===== src/rtl/pipe_stage_buffer_pkg.sv =====
`default_nettype none
// ============================================================================
// Module      : pipe_stage_buffer_pkg
// Description : Shared pipeline types for the rv32i core. Stage top levels
//               pack these structs into the flat payload vector that
//               pipe_stage_buffer carries between stages.
// Revision    : 1.0 - initial release
// ============================================================================
package pipe_stage_buffer_pkg;

    typedef logic [31:0] data_t;
    typedef logic        enable_t;
    typedef logic [4:0]  reg_addr_t;

    // Occupancy encoding presented on count_o.
    typedef logic [1:0]  occ_t;

    localparam occ_t c_OCC_EMPTY = 2'd0;
    localparam occ_t c_OCC_ONE   = 2'd1;
    localparam occ_t c_OCC_TWO   = 2'd2;

    typedef struct packed {
        data_t pc;
        data_t instr;
    } if_id_t;

    typedef struct packed {
        data_t     pc;
        data_t     rs1_val;
        data_t     rs2_val;
        data_t     imm;
        reg_addr_t rd;
        enable_t   reg_we;
        enable_t   mem_re;
        enable_t   mem_we;
    } id_ex_t;

    typedef struct packed {
        data_t     alu_res;
        data_t     store_val;
        reg_addr_t rd;
        enable_t   reg_we;
        enable_t   mem_re;
        enable_t   mem_we;
    } ex_mem_t;

    typedef struct packed {
        data_t     wb_val;
        reg_addr_t rd;
        enable_t   reg_we;
    } mem_wb_t;

endpackage
`default_nettype wire


===== src/rtl/pipe_stage_buffer_sat_counter.sv =====
`default_nettype none
// ============================================================================
// Module      : sat_counter
// Description : Up-counter that sticks at its all-ones value instead of
//               wrapping. Used for back-pressure and performance counters.
// Ports       : clk   - clock
//               rst   - synchronous active-high reset, clears value
//               inc   - count this cycle
//               value - current count
// Revision    : 1.0 - initial release
// ============================================================================
module sat_counter #(
    parameter int W = 16
) (
    input  wire logic         clk,
    input  wire logic         rst,
    input  wire logic         inc,
    output      logic [W-1:0] value
);

    localparam logic [W-1:0] c_ONE = W'(1);

    always_ff @(posedge clk) begin
        if (rst) begin
            value <= '0;
        end else if (inc && (value != '1)) begin
            value <= value + c_ONE;
        end
    end

endmodule
`default_nettype wire


===== src/rtl/pipe_stage_buffer.sv =====
`default_nettype none
// ============================================================================
// Module      : pipe_stage_buffer
// Description : Payload-agnostic valid/ready pipeline-stage register. With
//               SKID_EN=1 it holds up to two entries and in_ready_o is a pure
//               decode of registered state; with SKID_EN=0 it holds one entry
//               and in_ready_o follows out_ready_i combinationally.
// Ports       : clk, rst              - clock, synchronous active-high reset
//               flush_c_i             - discard all held entries
//               in_valid_i/in_ready_o/in_data_i    - upstream handshake
//               out_valid_o/out_ready_i/out_data_o - downstream handshake
//               count_o               - entries held (0..2)
//               bp_cycles_o           - saturating count of stalled cycles
// Revision    : 1.0 - initial release
// ============================================================================
module pipe_stage_buffer
    import pipe_stage_buffer_pkg::*;
#(
    parameter int DATA_W  = 32,
    parameter int SKID_EN = 1,
    parameter int CNT_W   = 16
) (
    input  wire logic              clk,
    input  wire logic              rst,
    input  wire logic              flush_c_i,
    input  wire logic              in_valid_i,
    output      logic              in_ready_o,
    input  wire logic [DATA_W-1:0] in_data_i,
    output      logic              out_valid_o,
    input  wire logic              out_ready_i,
    output      logic [DATA_W-1:0] out_data_o,
    output      logic [1:0]        count_o,
    output      logic [CNT_W-1:0]  bp_cycles_o
);

    // Encoding doubles as the occupancy value on count_o.
    typedef enum logic [1:0] {
        EMPTY = c_OCC_EMPTY,
        ONE   = c_OCC_ONE,
        TWO   = c_OCC_TWO
    } buf_state_t;

    buf_state_t        r_state;
    buf_state_t        w_state_nxt;
    logic [DATA_W-1:0] r_main;
    logic [DATA_W-1:0] r_skid;

    logic w_in_fire;
    logic w_out_fire;
    logic w_load_main_in;
    logic w_load_main_skid;
    logic w_load_skid;

    assign out_valid_o = (r_state != EMPTY);
    assign out_data_o  = r_main;
    assign count_o     = r_state;
    assign w_in_fire   = in_valid_i & in_ready_o;
    assign w_out_fire  = out_valid_o & out_ready_i;

    generate
        if (SKID_EN != 0) begin : g_ready_skid
            // Registered decode only: no path from out_ready_i.
            assign in_ready_o = (r_state != TWO);
        end else begin : g_ready_comb
            assign in_ready_o = ~out_valid_o | out_ready_i;
        end
    endgenerate

    always_comb begin
        w_state_nxt      = r_state;
        w_load_main_in   = 1'b0;
        w_load_main_skid = 1'b0;
        w_load_skid      = 1'b0;
        case (r_state)
            EMPTY: begin
                if (w_in_fire) begin
                    w_state_nxt    = ONE;
                    w_load_main_in = 1'b1;
                end
            end
            ONE: begin
                if (w_in_fire && w_out_fire) begin
                    w_load_main_in = 1'b1;
                end else if (w_in_fire) begin
                    // Only reachable with the skid entry enabled: the
                    // single-entry ready blocks in_fire without out_fire.
                    w_state_nxt = TWO;
                    w_load_skid = 1'b1;
                end else if (w_out_fire) begin
                    w_state_nxt = EMPTY;
                end
            end
            TWO: begin
                if (w_out_fire) begin
                    w_state_nxt      = ONE;
                    w_load_main_skid = 1'b1;
                end
            end
            default: begin
                w_state_nxt = EMPTY;
            end
        endcase
        // Flush drops everything, including a beat accepted this cycle.
        if (flush_c_i) begin
            w_state_nxt      = EMPTY;
            w_load_main_in   = 1'b0;
            w_load_main_skid = 1'b0;
            w_load_skid      = 1'b0;
        end
    end

    always_ff @(posedge clk) begin
        if (rst) begin
            r_state <= EMPTY;
            r_main  <= '0;
            r_skid  <= '0;
        end else begin
            r_state <= w_state_nxt;
            if (w_load_main_in) begin
                r_main <= in_data_i;
            end else if (w_load_main_skid) begin
                r_main <= r_skid;
            end
            if (w_load_skid) begin
                r_skid <= in_data_i;
            end
        end
    end

    sat_counter #(
        .W (CNT_W)
    ) u_bp_cnt (
        .clk   (clk),
        .rst   (rst),
        .inc   (out_valid_o & ~out_ready_i),
        .value (bp_cycles_o)
    );

endmodule
`default_nettype wire


===== config.mk =====
export PLATFORM = sky130hd
export DESIGN_NAME = pipe_stage_buffer
export DESIGN_NICKNAME = d
export VERILOG_FILES = /design/src/rtl/pipe_stage_buffer_pkg.sv /design/src/rtl/pipe_stage_buffer_sat_counter.sv /design/src/rtl/pipe_stage_buffer.sv
export SDC_FILE = /design/constraint.sdc
export NUM_CORES = 1
export LEC_CHECK = 0
export CORE_MARGIN = 4
export CORE_UTILIZATION = 40
export CTS_CLUSTER_DIAMETER = 80
export DETAILED_ROUTE_END_ITERATION = 6
export PLACE_DENSITY = 0.67
export SYNTH_ARGS = -nofsm -noshare
export SYNTH_HDL_FRONTEND = slang
export SYNTH_HIERARCHICAL = 1
export SYNTH_SLANG_ARGS = --single-unit
export TNS_END_PERCENT = 5

===== constraint.sdc =====
create_clock -name clk -period 5.1 [get_ports clk]
set_clock_uncertainty 0.2 [all_clocks]
set_input_delay 1.02 -clock clk [delete_from_list [all_inputs] [get_ports clk]]
set_output_delay 1.02 -clock clk [all_outputs]
set_load 0.01 [all_outputs]

# --- Yosys cells after proc, flatten, opt, wreduce, memory -nomap -nowiden ---
# Cells that the tools add are included.
word_totals:
  inputBits: 37
  register_bits: 82
  elab_cells: 42
  output_inout_bits: 52
op_classes:
  n_bitwise: 4
  n_mux: 18
  n_reduce_logical: 7
  add_sub_neg: 1
  eq_ne: 8
ops:
  columns: ["cell", "n"]
  rows:
  - ["2-to-1 mux 32 bit", 2]
  - ["adder 16 x 1 -> 16 bit (second input constant)", 1]
  - ["!= test 16 bit (second input constant)", 1]
  - ["2-to-1 mux 2 bit", 5]
  - ["2-to-1 mux 1 bit", 9]
  - ["!= test 2 bit (second input constant)", 4]
  - ["one-hot mux 2 bit (3 select lines)", 1]
  - ["AND reduction 4 bit", 1]
  - ["nonzero test 2 bit", 2]
  - ["bitwise AND 1 bit", 3]
  - ["!= test 3 bit (second input constant)", 1]
  - ["== test 2 x 1 -> 1 bit (second input constant)", 1]
  - ["== test 2 bit (second input constant)", 1]
  - ["logical AND 1 bit", 2]
  - ["logical NOT 2 bit", 1]
  - ["one-hot mux 1 bit (2 select lines)", 1]
  - ["OR reduction 2 bit", 1]
  - ["inverter 1 bit", 1]

# --- Longest topological paths before layout ---
# Gate-level depths: netlist of run 1.
depth:
  word_depth: 7
  mapped_depth: 7
  depth_no_buf: 6

# --- Modules after synthesis ---
# Netlist of run 1, hierarchy kept.
by_module_without_submodules:
  columns: ["mod", "area_per_inst_um2", "n_inst", "seq_area_each_um2", "cells_each"]
  rows:
  - ["pipe_stage_buffer", 2892.8, 1, 1321.3, 348]
  - ["sat_counter", 848.3, 1, 320.3, 99]

# --- Worst setup path after synthesis of run 1 ---
# Ideal clock, no wire load.
synth_path:
  path_kind: "input to register"
  start: "input out_ready_i"
  end: "register u_bp_cnt.value[7]"
  setup_time_ns: 0.070
  path_stages: 5
  arrival_time_ns: 2.160
  setup_slack_ns: 2.669
  t_required_ns: 4.830
  path_buffers: 1
  path_cell_list: "nor2b_1 nand2_1 clkbuf_1 or4_1 a21oi_1"
synth_via:
  elab_chain_cells: 3
synth_rtl:
  columns: ["element", "line", "rtl"]
  rows:
  - ["from (decl)", "pipe_stage_buffer.sv:30", "input wire logic out_ready_i,"]
  - ["inverter 1 bit", "pipe_stage_buffer.sv:135", ".inc (out_valid_o & ~out_ready_i),"]
  - ["bitwise AND 1 bit", "pipe_stage_buffer.sv:135", null]
  - ["logical AND 1 bit", "pipe_stage_buffer_sat_counter.sv:26", "end else if (inc && (value != '1)) begin"]
  - ["to (signal assigned)", "pipe_stage_buffer_sat_counter.sv:27", "value <= value + c_ONE;"]
  - ["to (decl)", "pipe_stage_buffer_sat_counter.sv:18", "output logic [W-1:0] value"]
# No other way between the ends.
# A chain may end at the register's enable or synchronous reset.

# --- Final worst setup path of run 1 ---
layout_path:
  start: "input in_valid_i"
  end: "register r_main[16] (netlist: out_data_o[16])"
layout_via:
  elab_chain_cells: 6
  elab_cells_between_ends: 8
  classes_between: "5 x mux; 1 x bitwise; 2 x reduce/logical"
layout_rtl:
  columns: ["element", "line", "rtl"]
  rows:
  - ["from (decl)", "pipe_stage_buffer.sv:26", "input wire logic in_valid_i,"]
  - ["bitwise AND 1 bit *", "pipe_stage_buffer.sv:57", "assign w_in_fire = in_valid_i & in_ready_o;"]
  - ["logical AND 1 bit", "pipe_stage_buffer.sv:82", "if (w_in_fire && w_out_fire) begin"]
  - ["2-to-1 mux 1 bit", "pipe_stage_buffer.sv:82", null]
  - ["one-hot mux 1 bit (2 select lines) *", "pipe_stage_buffer.sv:74", "case (r_state)"]
  - ["2-to-1 mux 1 bit *", "pipe_stage_buffer.sv:104", "if (flush_c_i) begin"]
  - ["2-to-1 mux 32 bit or nonzero test 2 bit (tied branches)", null, null]
  - ["to (signal assigned)", "pipe_stage_buffer.sv:120", "r_main <= in_data_i;"]
  - ["to (signal assigned)", "pipe_stage_buffer.sv:122", "r_main <= r_skid;"]
  - ["to (decl)", "pipe_stage_buffer.sv:45", "logic [DATA_W-1:0] r_main;"]
# Every way passes the cells marked *; elsewhere a longest branch is shown, timed or not.

==> run metrics, run 1 <==
reg2reg start count_o[1]$_SDFFE_PP0P_; commonest non-fill, non-tap cell in the layout clkdlybuf4s50_1; worst-skew pair later-pin latency around 0.35 ns; share of the synthesized area in the top cell type 43.9%; total track usage between 15 and 20%; largest cells by area after synthesis dfxtp_1, nand2_1, a311oi_1, a21oi_1, nand3_1; largest area contributor in the netlist dfxtp_1; initial antenna violation count 0; final WL about 10000 microns; WS Path Type in -> reg; Post-Syn Area between 3000 and 4000 sq um; DIE AREA ~11,000 sq um; FF+latch count, synth between 80 and 90; final hold vios 0; # DRC 0; drt wl/cell between 15 and 20 microns; Warnings, synthesis 6; TritonCTS buffer count 9; M2 GR Usage between 20% and 30%; top_reg_cell synth dfxtp_1; Worst Hold Class reg -> reg; PortBufs approximately 90; layout overhead on the synthesized area 26.4%; CP startpoint in_valid_i; Slew Viols, Final 0; Syn Area/Cell roughly 8.4 sq um; nets@finish around 550; fillers between 800 and 900; post-route minimum period roughly 3.5 ns; Worst R2R Setup Slack about 2.4 ns; Tcrit/Tclk final between 60% and 70%; sequential fraction of the synthesis area between 40% and 50%; Reg area 1640 sq um; hold slack final 0.282 ns; min setup slack post-route between 1.5 and 2 ns; deepest clock path buffer count 2; most frequent cells in the layout clkdlybuf4s50_1, dfxtp_1, nand2_1; Iteration-0 DRC Markers 220; row count 35; Crit path required time 5.16 ns; total clock sinks 82; boundary pin count 89; chip height 105 microns; worst slew pin tran 1.26 ns; Final Instance Area 4730 sq um; DR vias/cell 5.69; Crit Reg-Reg Endpoint out_data_o[16]$_SDFFE_PP0P_; Post-CTS Repair Setup Buffers 0; gp weighted congestion 0.770; leakage about 0.0015 uW; grt peak-use layer met2; Core Area a little over 9000 sq um; RSZ-0062 raised after global routing no; Routed Antenna Nets 0; Slew headroom 15.9%; vias in the first global route about 3,300; Inserted Diodes 0; M3 GR Usage 3.64%; multi-input logic area 1830 sq um; crit-path max FO 33; asr flop ratio synth 0%; maximum clock rate just under 0.3 GHz; GRT overflow 0; drt first pass iters 5; power per cell area between 200 and 300 nW/um^2; distinct cell type count after synthesis 46; status finished clean; maximum VDD drop ~0.12 mV; Post-CTS Hold Buffers 0; Critical Path End Type flop; dpl hpwl around 6000 microns; Initial Utilization between 40% and 50%; Max Cap Viol 0; clock-pin slew on the worst setup and hold paths around 0.1 ns; met1 usage in global routing 24.0%; Post-DP Area ~4500 sq um; final setup TNS 0 ns; first-pass GRT wire length 16,500 microns; crit path DAT ~3.5 ns; Syn Nets about 490; crit path to out_data_o[16]$_SDFFE_PP0P_; final setup fails 0; H-tree depth 3; cell depth of the worst flop-to-flop path 4; Die Wd 105 microns; Gate Count Post-Synth about 450; root buffer cell clkbuf_8; number of enable flip-flop cells after synthesis 0; Via Count ~3,600; worst slack, placed around 1.3 ns; CTS tree built; post-cts sizing count 0; crit path launch type primary input; largest net degree at the start of global routing 65; fraction of layout cells with a size suffix above 1 under 10%
[registers in the layout, indices dropped and copies added (netlist names)]
register and flops:
out_data_o 32, r_skid 32, u_bp_cnt/value 16, count_o 2
[power breakdown]
part | internal [uW] | switching, uW
registers | 661 | 12.5
clock network | 186 | 257
logic | 78.1 | 78.4
[per-stage QoR]
step | instances | total power, uW | util (%)
5_1_grt | 625 | 1330 | 51.6
2_1_floorplan | 447 | 763 | -
3_3_place_gp | 609 | 843 | 49.7
4_1_cts | 625 | 1290 | 51.6
3_5_place_dp | 609 | 845 | 49.7
6_report | 625 | 1270 | 51.6
[cell usage after synthesis (4+ instances only)]
master    number
a21oi_1       43
a311oi_1      30
buf_1          4
buf_2         11
buf_4          4
buf_6          9
clkbuf_1      15
dfxtp_1       82
nand2_1       72
nand3_1       38
nor2_1         8
nor3_1        34
o21ai_0        4
o21ai_1       32
o31ai_1        6
or4_1          7
[area by class of cell]
type / instances / share of cell area, %
multi-input combinational: 319 / 38.8
clock buffer: 9 / 2.62
tap: 111 / 2.94
inverter: 3 / 0.238
clock inverter: 7 / 1.24
timing repair buffer: 94 / 19.5
sequential: 82 / 34.7
[how the worst min path moves through the flow]
| stage | end | start | cells after the start |
|---|---|---|---|
| 3_5_place_dp | r_skid[13]$_SDFFE_PP0P_ | r_skid[13]$_SDFFE_PP0P_ | 2 |
| 3_3_place_gp | out_data_o[6]$_SDFFE_PP0P_ | r_skid[6]$_SDFFE_PP0P_ | 2 |
| 5_1_grt | out_data_o[6]$_SDFFE_PP0P_ | r_skid[6]$_SDFFE_PP0P_ | 2 |
| 6_report | out_data_o[25]$_SDFFE_PP0P_ | r_skid[25]$_SDFFE_PP0P_ | 2 |
| 2_1_floorplan | r_skid[0]$_SDFFE_PP0P_ | r_skid[0]$_SDFFE_PP0P_ | 2 |
| 4_1_cts | r_skid[13]$_SDFFE_PP0P_ | r_skid[13]$_SDFFE_PP0P_ | 2 |
[per-layer routing]
layer,vias to the layer above,routed length [microns]
met5,-,0
met4,0,162
met3,14,524
met2,100,4540
met1,1679,4510
li1,1765,-
[worst max-delay path, cell delays in order]
cell,delay (ns)
clkdlybuf4s50_1,0.56
nor3b_4,0.22
buf_4,0.37
nand2_1,0.83
a311oi_1,0.51
[cells by family after synthesis]
family / share of synthesized area (%)
and+or+nand+nor: 26.6
DFF: 43.9
xor gates and xnor gates: 0.468
AOI/OAI and AO/OA: 20.7
adders and majority gates: 0.334
buffers and inverters: 7.19
muxes: 0.836
Note: power is estimated with default switching activity, not from simulation.
==> inputs of run 2 (changes only) <==
- clock period: 5.1 -> 3.44 ns (I/O delays scaled with it)
==> run 2 against run 1 <==
Compared with the run above: register-to-register slack got worse by 1.4 ns; worst hold slack is essentially flat; sequential power increased by 48%; via count is 0.25% higher; critical path depth did not move; routed wire length increased by 0.85%; power up 51%; core utilization increased by 0.45 points; largest power group unchanged.
==> run metrics, run 2 (synthesis results as in run 1) <==
Post-DP Area 4580 sq um; Max stage delay on crit path between 0.5 and 0.6 ns; worst-path cell chain clkdlybuf4s50_1, nor2b_1, nand2_1, nor4bb_1, mux2_2; Worst Hold Class reg -> reg; CP startpoint out_ready_i; maximum VDD drop between 0.2 and 0.25 mV; chip height between 100 and 150 microns; dpl hpwl approximately 6100 microns; Max Cap Viol 0; vias in the first global route 3,429; drt wl/cell 15.7 microns; commonest non-fill, non-tap cell in the layout clkdlybuf4s50_1; Crit path required time ~3.5 ns; Tcrit/Tclk final about three quarters; fraction of layout cells with a size suffix above 1 7.02%; gp weighted congestion approximately 0.80; Die Wd about 100 microns; GRT overflow 0; root buffer cell clkbuf_8; total track usage approximately 18%; nets@finish 548; Inserted Diodes 0; final WL ~10000 microns; crit path launch type primary input; status finished clean; Critical Path End Type flop; Slew headroom 47.5%; RSZ-0062 raised after global routing no; most frequent cells in the layout clkdlybuf4s50_1, dfxtp_1, nand2_1; worst-skew pair later-pin latency ~0.35 ns; clock-pin slew on the worst setup and hold paths ~0.080 ns; fillers about 850; Via Count 3,567; layout overhead on the synthesized area 27.5%; final setup TNS 0 ns; final hold vios 0; largest net degree at the start of global routing between 60 and 70; reg2reg start count_o[1]$_SDFFE_PP0P_; hold slack final between 0.2 and 0.3 ns; Routed Antenna Nets 0; WS Path Type in -> reg; DIE AREA 11,000 sq um; min setup slack post-route between 0.8 and 0.9 ns; drt first pass iters 5; leakage ~0.0015 uW; Post-CTS Repair Setup Buffers 0; DR vias/cell 5.72; initial antenna violation count 0; H-tree depth 3; Slew Viols, Final 0; TritonCTS buffer count 9; worst path bufs/invs 1; crit-path max FO 11; delay-heaviest family, CP simple AND/OR/NAND/NOR gates; deepest clock path buffer count 2; final setup fails 0; slowest cell on the critical path clkdlybuf4s50_1; Iteration-0 DRC Markers approximately 160; first-pass GRT wire length between 15,000 and 20,000 microns; crit path DAT roughly 2.6 ns; CTS tree built; Final Instance Area 4770 sq um; post-route minimum period around 2.6 ns; boundary pin count 89; PortBufs 88; row count 35; maximum clock rate ~0.39 GHz; post-cts sizing count 0; # DRC 0; Hold Startpoint r_skid[31]$_SDFFE_PP0P_; Initial Utilization 40.9%; Post-CTS Hold Buffers 0; total clock sinks just over 80; Core Area 9150 sq um; worst slack, placed 0.493 ns; power per cell area slightly above 400 nW/um^2; worst slew pin tran slightly below 0.8 ns
[run 2: cell count changes in the layout (fill, tap and decap cells not counted), sizes merged]
cell / before / now
buf: 7 / 8
inv: 7 / 3
clkinvlp: 1 / 0
bufinv: 0 / 1
clkbuf: 9 / 11
[run 2: where the power goes]
group	leakage (uW)	internal [uW]	switching (uW)
Clock	0.000101	365	327
Sequential	0.000667	980	18.8
Combinational	0.000735	119	116
[run 2: worst paths after layout]
path | endpoint | slack [ns] | depth (start not counted)
setup / recovery | u_bp_cnt/value[11]$_SDFFE_PP0P_ | 0.86 | 5
setup reg to reg | u_bp_cnt/value[11]$_SDFFE_PP0P_ | 1.06 | 5
hold / removal | r_skid[31]$_SDFFE_PP0P_ | 0.28 | 2
hold reg to reg | r_skid[31]$_SDFFE_PP0P_ | 0.28 | 2
[run 2: cell type report]
| class | instances | area (sq um) | area share (%) |
|---|---|---|---|
| multi-input cells | 319 | 1830 | 38.4 |
| flip-flops and latches | 82 | 1640 | 34.4 |
| repair buffers | 95 | 953 | 20.0 |
| inverters | 3 | 11.3 | 0.236 |
| clock buffers | 11 | 151 | 3.18 |
| well taps | 111 | 139 | 2.91 |
| clock inverters | 3 | 40.0 | 0.840 |
[run 2: layer usage]
layer	track usage [%]	part of all wire (%)	routed length (microns)
met1	23.1	46	4470
met2	29.0	47	4610
met3	3.15	6.1	603
met4	7.12	1.4	136
met5	0	0	0
[run 2: per-stage QoR]
stage	utilization [%]	std cells	total power, uW
floorplan	-	447	1130
global placement	50.0	610	1260
detailed placement	50.0	610	1260
CTS	52.1	624	1940
global route	52.1	624	2010
finish	52.1	624	1930
[run 2: worst reg2reg max path, stage by stage (launching register included)]
cell	delay (ns)
dfxtp_1	0.53
or2_2	0.19
nor2b_1	0.34
nand2_1	0.30
nor4bb_1	0.35
mux2_2	0.36
